### src/rtl/muldiv_unit.sv
// rtl/muldiv_unit.sv - iterative multiply/divide unit (shift-add multiplier, restoring divider)
// One bit per cycle over a 2*XLEN accumulator; signed ops run on magnitudes and fix the sign at the end.
module muldiv_unit #(
   parameter int XLEN        = 32,
   parameter int SUPPORT_DIV = 1
) (
   input  logic            clk,
   input  logic            rst,
   input  logic            op_valid_i,
   output logic            op_ready_o,
   input  logic [2:0]      op_f3_i,
   input  logic [XLEN-1:0] op_rs1_i,
   input  logic [XLEN-1:0] op_rs2_i,
   input  logic [4:0]      op_rd_addr_i,
   input  logic            flush_i,
   output logic            res_valid_o,
   input  logic            res_ready_i,
   output logic [XLEN-1:0] res_data_o,
   output logic [4:0]      res_rd_addr_o,
   output logic            illegal_o,
   output logic            busy_o
);
   localparam int   CW      = $clog2(XLEN);
   localparam logic HAS_DIV = (SUPPORT_DIV != 0);

   typedef enum logic [1:0] {S_IDLE, S_MUL, S_DIV, S_DONE} state_e;

   state_e              state_q;
   logic [CW-1:0]       cnt_q;
   logic [1:0]          f3_q;
   logic [4:0]          tag_q;
   logic [2*XLEN-1:0]   acc_q;
   logic [XLEN-1:0]     opb_q;
   logic                neg_q;
   logic [XLEN-1:0]     res_q;
   logic                illegal_q;

   logic                a_neg_d, b_neg_d, neg_d;
   logic [XLEN-1:0]     a_mag_d, b_mag_d;
   logic                div_zero_d, div_ovf_d;
   logic [XLEN:0]       mul_sum_d;
   logic [XLEN:0]       rem_shift_d;
   logic [XLEN-1:0]     div_diff_d;
   logic [2*XLEN-1:0]   mul_acc_d, div_acc_d, step_acc_d, prod_fix_d;
   logic [XLEN-1:0]     quo_d, rem_d, final_d;

   assign op_ready_o    = (state_q == S_IDLE) && !flush_i;
   assign res_valid_o   = (state_q == S_DONE);
   assign busy_o        = (state_q != S_IDLE);
   assign res_data_o    = res_q;
   assign res_rd_addr_o = tag_q;
   assign illegal_o     = illegal_q;

   // Operand signedness: MULH, MULHSU, DIV, REM treat A as signed; MULH, DIV, REM treat B as signed.
   always_comb begin
      a_neg_d    = 1'b0;
      b_neg_d    = 1'b0;
      case (op_f3_i)
         3'b001, 3'b100, 3'b110: begin
            a_neg_d = op_rs1_i[XLEN-1];
            b_neg_d = op_rs2_i[XLEN-1];
         end
         3'b010:  a_neg_d = op_rs1_i[XLEN-1];
         default: ;
      endcase
      a_mag_d    = a_neg_d ? -op_rs1_i : op_rs1_i;
      b_mag_d    = b_neg_d ? -op_rs2_i : op_rs2_i;
      neg_d      = (op_f3_i[2] && op_f3_i[1]) ? a_neg_d : (a_neg_d ^ b_neg_d);
      div_zero_d = (op_rs2_i == '0);
      div_ovf_d  = !op_f3_i[0] && (op_rs1_i == {1'b1, {(XLEN-1){1'b0}}}) && (op_rs2_i == '1);
   end

   always_comb begin
      mul_sum_d   = {1'b0, acc_q[2*XLEN-1:XLEN]} + (acc_q[0] ? {1'b0, opb_q} : '0);
      mul_acc_d   = {mul_sum_d, acc_q[XLEN-1:1]};
      rem_shift_d = {acc_q[2*XLEN-1:XLEN], acc_q[XLEN-1]};
      div_diff_d  = rem_shift_d[XLEN-1:0] - opb_q;
      if (rem_shift_d >= {1'b0, opb_q})
         div_acc_d = {div_diff_d, acc_q[XLEN-2:0], 1'b1};
      else
         div_acc_d = {rem_shift_d[XLEN-1:0], acc_q[XLEN-2:0], 1'b0};
      step_acc_d  = (state_q == S_DIV) ? div_acc_d : mul_acc_d;
      prod_fix_d  = neg_q ? -step_acc_d : step_acc_d;
      quo_d       = step_acc_d[XLEN-1:0];
      rem_d       = step_acc_d[2*XLEN-1:XLEN];
      if (state_q == S_DIV)
         final_d = f3_q[1] ? (neg_q ? -rem_d : rem_d) : (neg_q ? -quo_d : quo_d);
      else
         final_d = (f3_q == 2'b00) ? prod_fix_d[XLEN-1:0] : prod_fix_d[2*XLEN-1:XLEN];
   end

   always_ff @(posedge clk) begin
      if (rst) begin
         state_q   <= S_IDLE;
         cnt_q     <= '0;
         f3_q      <= '0;
         tag_q     <= '0;
         acc_q     <= '0;
         opb_q     <= '0;
         neg_q     <= 1'b0;
         res_q     <= '0;
         illegal_q <= 1'b0;
      end else if (flush_i) begin
         state_q <= S_IDLE;
      end else begin
         case (state_q)
            S_IDLE: begin
               if (op_valid_i) begin
                  f3_q      <= op_f3_i[1:0];
                  tag_q     <= op_rd_addr_i;
                  cnt_q     <= CW'(XLEN - 1);
                  acc_q     <= {{XLEN{1'b0}}, a_mag_d};
                  opb_q     <= b_mag_d;
                  neg_q     <= neg_d;
                  illegal_q <= 1'b0;
                  if (op_f3_i[2] && !HAS_DIV) begin
                     res_q     <= '0;
                     illegal_q <= 1'b1;
                     state_q   <= S_DONE;
                  end else if (op_f3_i[2] && div_zero_d) begin
                     res_q   <= op_f3_i[1] ? op_rs1_i : '1;
                     state_q <= S_DONE;
                  end else if (op_f3_i[2] && div_ovf_d) begin
                     res_q   <= op_f3_i[1] ? '0 : op_rs1_i;
                     state_q <= S_DONE;
                  end else begin
                     state_q <= op_f3_i[2] ? S_DIV : S_MUL;
                  end
               end
            end
            S_MUL, S_DIV: begin
               acc_q <= step_acc_d;
               if (cnt_q == '0) begin
                  res_q   <= final_d;
                  state_q <= S_DONE;
               end else begin
                  cnt_q <= cnt_q - 1'b1;
               end
            end
            S_DONE: begin
               if (res_ready_i)
                  state_q <= S_IDLE;
            end
            default: state_q <= S_IDLE;
         endcase
      end
   end
endmodule

### config.mk
export PLATFORM = sky130hd
export DESIGN_NAME = muldiv_unit
export DESIGN_NICKNAME = d
export VERILOG_FILES = /design/src/rtl/muldiv_unit.sv
export SDC_FILE = /design/constraint.sdc
export NUM_CORES = 1
export LEC_CHECK = 0
export BUFFER_PORTS_ARGS = -buffer_cell sky130_fd_sc_hd__buf_2
export CORE_AREA = 3 3 151 182
export CTS_BUF_LIST = sky130_fd_sc_hd__clkbuf_2 sky130_fd_sc_hd__clkbuf_4 sky130_fd_sc_hd__clkbuf_8
export DETAILED_ROUTE_END_ITERATION = 8
export DIE_AREA = 0 0 154 185
export PLACE_DENSITY = 0.83
export SYNTH_ARGS = -nofsm -noshare
export SYNTH_HDL_FRONTEND = slang
export SYNTH_SLANG_ARGS = --single-unit
### constraint.sdc
create_clock -name clk -period 10.2 [get_ports clk]
set_clock_uncertainty 0.2 [all_clocks]
set_input_delay 1.53 -clock clk [delete_from_list [all_inputs] [get_ports clk]]
set_output_delay 1.53 -clock clk [all_outputs]
set_load 0.03 [all_outputs]
==> results list, run 1 <==
- The run finished with clean final reports.
- After clock tree synthesis, the clock-pin slew on the worst setup and hold paths is 0.10 ns.
* Sequential group share of total power: 0.314
* WL/cell: 23.5 um
- Arr. time, crit path: 6.94 ns
- Before CTS, the worst setup slack after placement is roughly 3.7 ns.
* Critical Path Sink Type: flop
* Num CTS Buffers: 17
- Crit path time final: ~6.8 ns
- Number of enable-type register cells in the synthesized netlist: 0
* Worst setup path class: reg -> reg
* Net load switching power: 0.910 mW
- Cell area after placement: 0.0160 mm^2
* Count of buffers from port buffering: 116
- Yosys warnings: 0
- Yosys mapped the design onto 87 distinct sky130hd cell types.
- Synthesis produced a netlist whose cell count is 2223.
- The number of global-route vias before repair was 16800.
- The number of hold violations in the final report is 0.
- Number of gates resized after cts: 0
- Die boundary width: roughly 150 um
- Leaving out fill and tap cells, the most frequent cell in the layout is sky130_fd_sc_hd__nand2_1.
- Initial core utilization: 0.599
- 118 I/O pins were placed.
* Relative max-transition margin: 0.194
* RSZ-0062 raised after global routing: no
* Most used cells in the layout excluding fill and tap cells: sky130_fd_sc_hd__nand2_1, sky130_fd_sc_hd__nor2_1, sky130_fd_sc_hd__a21oi_1
- Area occupied by multi-input gates: 0.0117 mm^2
- Critical-path maximum fanout: 25
- Synthesis-to-layout area growth: 6.83%
* DRC violations left: 0
- The die covers 0.0285 mm^2.
- Fraction of final layout cells sized beyond drive strength 1: 0.0996
- Part of the Yosys area used for sequential elements: 0.186
- Clock tree from TritonCTS: done
- After filler insertion, the fill cell instance count of the layout stands at 2431.
- Switching share of power: 0.456
- FFs w/ async S/R, synth: 0
* Clk_lat worst skew: 0.52 ns
* Leakage power: 6.45 nW
* Total GRT Usage: 0.417
* Initial DRC Count: 2196
- Post-synth top area share: 0.186
* Detailed-route wire length: 60600 um
- Achievable Freq: between 100 and 150 MHz
- Of the total power, the clock network draws 0.245.
- Max-cap violations in this run came to 0.
- Tightest Hold Check Type: reg -> reg
* Accumulated negative setup slack: 0 ns
- Wire length of the first global-routing pass: 94200 um
* Number of hold buffers added after cts: 0
- Total congestion overflow after global routing: 0
* Total of flip-flops plus latches after synthesis: about 140
- Row cnt: 64
- At the pin with the least slew margin, the transition time is 1.20 ns.
- The cell sitting at the root of the clock tree is a sky130_fd_sc_hd__clkbuf_8.
* RePlAce Congestion: ~1.0
- Period utilisation layout: 0.666
- In the routed layout, each cell is associated on average with a via count of 6.90.
- Setup violations remaining at the end of the flow were counted as 0.
- Top FF cell, synth: sky130_fd_sc_hd__dfxtp_1
- Worst path setup slack after routing: approximately 3.4 ns
- Length of the first detailed-routing pass in iterations: 6
- Footprint of the flip-flops and latches: between 0.002 and 0.003 mm^2
- Vertical die dimension: 185 um
* Number of nets produced by synthesis: 2377
- Combinational cell fraction of total power: 0.441
- NumNets Final: between 2000 and 2500
- Sum of net half-perimeters after detailed placement: 45400 um
- Count of pins over their slew limit: 0
* Instance count after placement with tap cells included: 2548
* Via Count: between 15000 and 20000
- In this run the mean area of a mapped cell was approximately 6.9 um^2.
- VDD sags by at most around 110 uV.
- The worst setup path is launched from a flop.
- Pint: 1.08 mW
- The detail route stage leaves a number of antenna-violating nets equal to 0.
- Dividing total power by cell area gives a power density of 121 mW/mm^2.
- In this run the standard cell core region covers about 0.026 mm^2.
- Combined area of all synthesized cells: between 0.015 and 0.02 mm^2
* Post-route non-filler standard cell count: roughly 2600
* Antenna violations before repair: 0
- Of all cell types, the one taking the most synthesized area is sky130_fd_sc_hd__dfxtp_1.
- Largest net degree at the start of global routing: 84
* Number of H-tree branching levels: 4
* CP Data Required Time: 10.35 ns
* Biggest area contributors in the synthesized netlist: sky130_fd_sc_hd__dfxtp_1, sky130_fd_sc_hd__nand2_1, sky130_fd_sc_hd__nor2_1
* Maximum buffer depth of the clock tree: 2
* Post-CTS Repair Setup Buffers: 0
* Design area: roughly 0.016 mm^2
* Clk sink count: ~140
==> cell usage after synthesis, drive strengths merged (10+ instances only) <==
master	number
nand2	269
nor2	254
a21oi	189
dfxtp	143
o21ai	141
clkbuf	115
inv	91
xor2	88
xnor2	81
nor3	76
ha	75
a211oi	58
o211ai	51
mux2i	41
nand4	34
a22oi	33
nand3	33
buf	30
or3	29
maj3	27
a21o	23
a31oi	23
o31ai	23
a221oi	22
nor4	17
o21a	17
o21bai	17
and2	15
and3	15
or2	14
nand2b	13
nor2b	11
nor3b	10
o221ai	10
o41ai	10
==> critical path, cell delays in order (launching register included) <==
cell	delay, ns
sky130_fd_sc_hd__dfxtp_1	0.38
sky130_fd_sc_hd__ha_1	0.43
sky130_fd_sc_hd__a21oi_1	0.36
sky130_fd_sc_hd__o21ai_0	0.21
sky130_fd_sc_hd__a221o_1	0.41
sky130_fd_sc_hd__o211ai_1	0.71
sky130_fd_sc_hd__nand2_1	0.93
sky130_fd_sc_hd__o211ai_1	0.60
sky130_fd_sc_hd__nand2_1	0.19
sky130_fd_sc_hd__nor3_1	0.82
sky130_fd_sc_hd__nand2_1	0.20
sky130_fd_sc_hd__nand4_1	0.15
sky130_fd_sc_hd__o211ai_1	0.10
sky130_fd_sc_hd__a221oi_1	0.77
sky130_fd_sc_hd__o21ai_0	0.15
==> through the flow <==
step / hold WS, ns / util / power, mW
floorplan: 0.232 / - / 1.23
global placement: 0.225 / 0.624 / 1.47
detailed placement: 0.237 / 0.624 / 1.48
CTS: 0.249 / 0.639 / 1.96
global route: 0.278 / 0.639 / 2.08
finish: 0.244 / 0.639 / 1.99
==> area by class of cell <==
type | count | share of cell area
diodes | 1 | 0.000152
clock buffers | 18 | 0.0147
clock inverters | 14 | 0.00929
inverters | 91 | 0.0208
multi-input cells | 1844 | 0.709
flip-flops and latches | 143 | 0.174
well taps | 330 | 0.0251
repair buffers | 140 | 0.0464
==> state kept, by name, summed over array words and instances (netlist names) <==
| name | cells |
|---|---|
| acc_q | 64 |
| opb_q | 32 |
| res_data_o | 32 |
| cnt_q | 5 |
| res_rd_addr_o | 5 |
| f3_q | 2 |
| state_q | 2 |
| neg_q | 1 |
==> path summary, 6_finish.rpt <==
kind                       start        endpoint  slack [ns]  cells after the start
setup / recovery       acc_q[47]  res_data_o[11]        3.41                     14
hold / removal    res_data_o[15]  res_data_o[15]        0.24                      2
setup reg to reg       acc_q[47]  res_data_o[11]        3.41                     14
hold reg to reg   res_data_o[15]  res_data_o[15]        0.24                      2
==> layer usage <==
layer	GRT usage	vias to the layer above	wire (um)
li1	-	8133	-
met1	0.489	8254	22000
met2	0.694	1127	28000
met3	0.0645	303	5350
met4	0.299	0	5170
met5	0	-	0
==> power by group through the flow <==
stage / sequential [mW] / clock, mW / combinational (mW)
CTS: 0.625 / 0.483 / 0.850
global placement: 0.637 / 0 / 0.837
detailed placement: 0.638 / 0 / 0.845
floorplan: 0.636 / 0 / 0.599
global route: 0.630 / 0.503 / 0.947
finish: 0.626 / 0.488 / 0.880
==> cells by family after synthesis <==
kind of cell / count (synthesis) / share of synthesized area
simple gates: 816 / 0.243
other cells: 1 / 0.000244
fa+ha+maj: 104 / 0.0812
xor+xnor: 169 / 0.0962
mux: 48 / 0.0318
buf+inv: 236 / 0.0588
flops: 143 / 0.186
compound gates: 706 / 0.303
(Power assumes the default switching activity.)
==> run 2: changes to the inputs <==
==> constraint.sdc (replaced) <==
create_clock -name clk -period 6.7 [get_ports clk]
set_clock_uncertainty 0.2 [all_clocks]
set_input_delay 1.005 -clock clk [delete_from_list [all_inputs] [get_ports clk]]
set_output_delay 1.005 -clock clk [all_outputs]
set_load 0.03 [all_outputs]
==> run 2 against run 1 <==
Against the previous run: maximum frequency is 14% higher; sequential cell count did not move; register-to-register slack worse by 2.7 ns; utilization rose by 0.53 points; count of clock-buffer cells in the layout decreased by 1; clock power is 63% higher.
==> results list, run 2 (synthesized netlist as in run 1, its figures left out) <==
- Outcome: finished, final reports clean
* Vertical die dimension: 185 um (unchanged)
- The total power of the final layout was 3.12 mW (+56%).
- WL/cell: 23.4 um (-0.43%)
- Final setup vio count: 0 (unchanged)
* Number of H-tree branching levels: 4 (unchanged)
* Via count of the first global-routing pass: 16700 (-0.35%)
- Clock tree root buffer cell: sky130_fd_sc_hd__clkbuf_8
- Register containing the most flip-flops in the final layout: acc_q
* Destination of the worst hold path: res_data_o[15]
* Reg2reg end: res_data_o[26]
- The area enclosed by the die boundary is 0.0285 mm^2 (unchanged).
- On the critical path, the stage with the largest delay is an instance of sky130_fd_sc_hd__o41ai_1.
* Row cnt: 64 (unchanged)
- RePlAce Congestion: 1.03 (-1.7%)
- The initial standard-cell utilization of the core was 0.599 (unchanged).
- The maximum clock insertion buffer count came to 2 (unchanged).
- The number of iterations in the first detailed-routing pass is 7 (+1).
* Period utilisation layout: 0.888 (+0.222)
- The clock sink count is 143 (unchanged).
- Arr. time, crit path: 6.12 ns (-0.82 ns)
- The number of hold violations in the final report came to 0 (unchanged).
- Remaining antenna violation count after routing: 0 (unchanged)
- In the layout the commonest cells are sky130_fd_sc_hd__nand2_1, sky130_fd_sc_hd__nor2_1, sky130_fd_sc_hd__a21oi_1.
- The delay of the slowest cell on the worst path came to 0.53 ns (-0.40 ns).
- The clock latency reported for the late side of the worst-skew pair is 0.50 ns (-0.02 ns).
- The library cell used most frequently in the layout, excluding fill and tap cells, is sky130_fd_sc_hd__nand2_1.
- Detailed-route wire length: 60600 um (about the same)
- The pin slew with the least headroom to its limit came to 1.12 ns (-0.0873 ns).
- Relative max-transition margin: 0.253 (+0.0584)
* Worst min-delay path startpoint: res_data_o[15]
- The placeable core area came to 0.0257 mm^2 (unchanged).
* Synthesis-to-layout area growth: 7.71%
- Max-capacitance violation count: 0 (unchanged)
* CP Data Required Time: 6.87 ns (-3.48 ns)
* Count of pins over their slew limit: 0 (unchanged)
* Most used cell along the critical path: sky130_fd_sc_hd__nand2_1
- Post-CTS Repair Setup Buffers: 0 (unchanged)
* Number of hold buffers added after cts: 0 (unchanged)
* Vias per cell: 6.83 (-1.0%)
* Total congestion overflow after global routing: 0 (unchanged)
* Tightest Hold Check Type: reg -> reg
- The time the worst path needs with I/O delays and setup was 5.95 ns (-0.839 ns).
- Antenna diode count: 0 (-1)
* Flip-flop count of the largest register after layout: 64 (unchanged)
- Critical-path maximum fanout: 11 (-56%)
* Antenna violations before repair: 0 (unchanged)
- The number of nets in the finished design came to 2405 (+0.59%).
- The detailed placement HPWL was 46500 um (+2.5%).
- RSZ-0062 raised after global routing: no
* Via Count: 17700 (-0.51%)
- Number of gates resized after cts: 0 (unchanged)
- The worst reg-to-reg path cell count is 19 (+5).
* Hold Path Depth: 2 (unchanged)
- Power Density: 188 mW/mm^2 (+55%)
* Design area: 0.0166 mm^2 (+0.82%)
- DRC violations left: 0 (unchanged)
* Clock tree from TritonCTS: done
- The width of the chip came to 154 um (unchanged).
- The overall track demand over capacity in global routing is 0.412 (-0.00474).
- Clock-pin slew on the worst setup and hold paths: 0.10 ns (about the same)
- Num CTS Buffers: 17 (unchanged)
- The number of buffers inserted by port buffering was 116 (unchanged).
* Flop2flop setup slack: 0.75 ns (-2.66 ns)
- The first-pass GRT wire length came to 93600 um (-0.68%).
- The final cell utilization of the core is 0.645 (+0.00526).
* Critical Path Sink Type: flop
- The cell area reported after detailed placement is 0.0161 mm^2 (+0.66%).
* Initial DRC Count: 1880 (-14%)
* Achievable Freq: 168 MHz (+14%)
* I/O pin cnt: 118 (unchanged)
- Accumulated negative setup slack: 0 ns (unchanged)
- Largest net degree at the start of global routing: 82 (-2.4%)
- The cell leakage power came to 6.54 nW (+1.4%).
* Critical Path, Cell by Cell: ha_1 -> a21oi_1 -> o21ai_0 -> a221o_1 -> o211a_1 -> nor2_2 -> nand2_1 -> o21ai_0 -> ha_1 -> nand2_1 -> or4_1 -> or2_2 -> nor2_1 -> nand2_1 -> o21a_1 -> o41ai_1 -> xnor2_1 -> a221oi_1 -> o21ai_1
* Worst IR Drop VDD: 124 uV (+16%)
- Crit start category: flop
- Worst setup path class: reg -> reg
- The share of final-layout standard cells stronger than drive strength 1 was 0.105 (+0.00557).
- The startpoint identified for the worst register-to-register timing path is acc_q[37].
run 2: report_power, final:
part	total, mW	switching (mW)	internal (mW)	leakage [nW]
combinational	1.37	0.916	0.452	5.17
clock	0.795	0.444	0.351	0.214
sequential	0.953	0.0516	0.902	1.17
total	3.12	1.41	1.71	6.54
run 2: how the worst max path moves through the flow:
stage / startpoint / to / slack, ns / cells past startpoint
floorplan: state_q[0] / res_data_o[30] / 0.16 / 24
global placement: acc_q[37] / res_data_o[30] / 1.02 / 19
detailed placement: acc_q[37] / res_data_o[26] / 0.86 / 19
CTS: opb_q[6] / res_data_o[26] / 0.82 / 20
global route: opb_q[20] / res_data_o[26] / 0.29 / 20
finish: acc_q[37] / res_data_o[26] / 0.75 / 19
run 2: routing by layer:
metal  global-route usage  share of wire  vias up  routed length, um
met1                0.485           0.37     8271              22600
li1                     -              -     8167                  -
met2                0.688           0.46     1019              28100
met3               0.0622          0.080      269               4860
met4                0.290          0.083        0               5050
met5                    0              0        -                  0
run 2: critical path: cells and delay by family (launching register included):
| kind | cells | cell delay, ns |
|---|---|---|
| AO/OA/AOI/OAI | 9 | 2.67 |
| AND/OR/NAND/NOR | 7 | 1.78 |
| adder cells (fa/ha/maj) | 2 | 0.68 |
| flip-flops | 1 | 0.37 |
| XOR/XNOR | 1 | 0.12 |
run 2: layout make-up:
| type | instances | area (um^2) |
|---|---|---|
| Tap cell | 330 | 413 |
| Clock buffer | 17 | 234 |
| Multi-Input combinational cell | 1844 | 11700 |
| Clock inverter | 15 | 193 |
| Sequential cell | 143 | 2860 |
| Timing Repair Buffer | 154 | 868 |
| Fill cell | 2401 | 9130 |
| Inverter | 91 | 342 |
run 2: metrics by stage:
stage	hold slack, ns	setup slack (ns)	cells
final	0.249	0.750	2594
after global routing	0.279	0.291	2594
after CTS	0.249	0.825	2594
after detailed placement	0.233	0.863	2562
after global placement	0.227	1.02	2562
after floorplan	0.232	0.164	2223
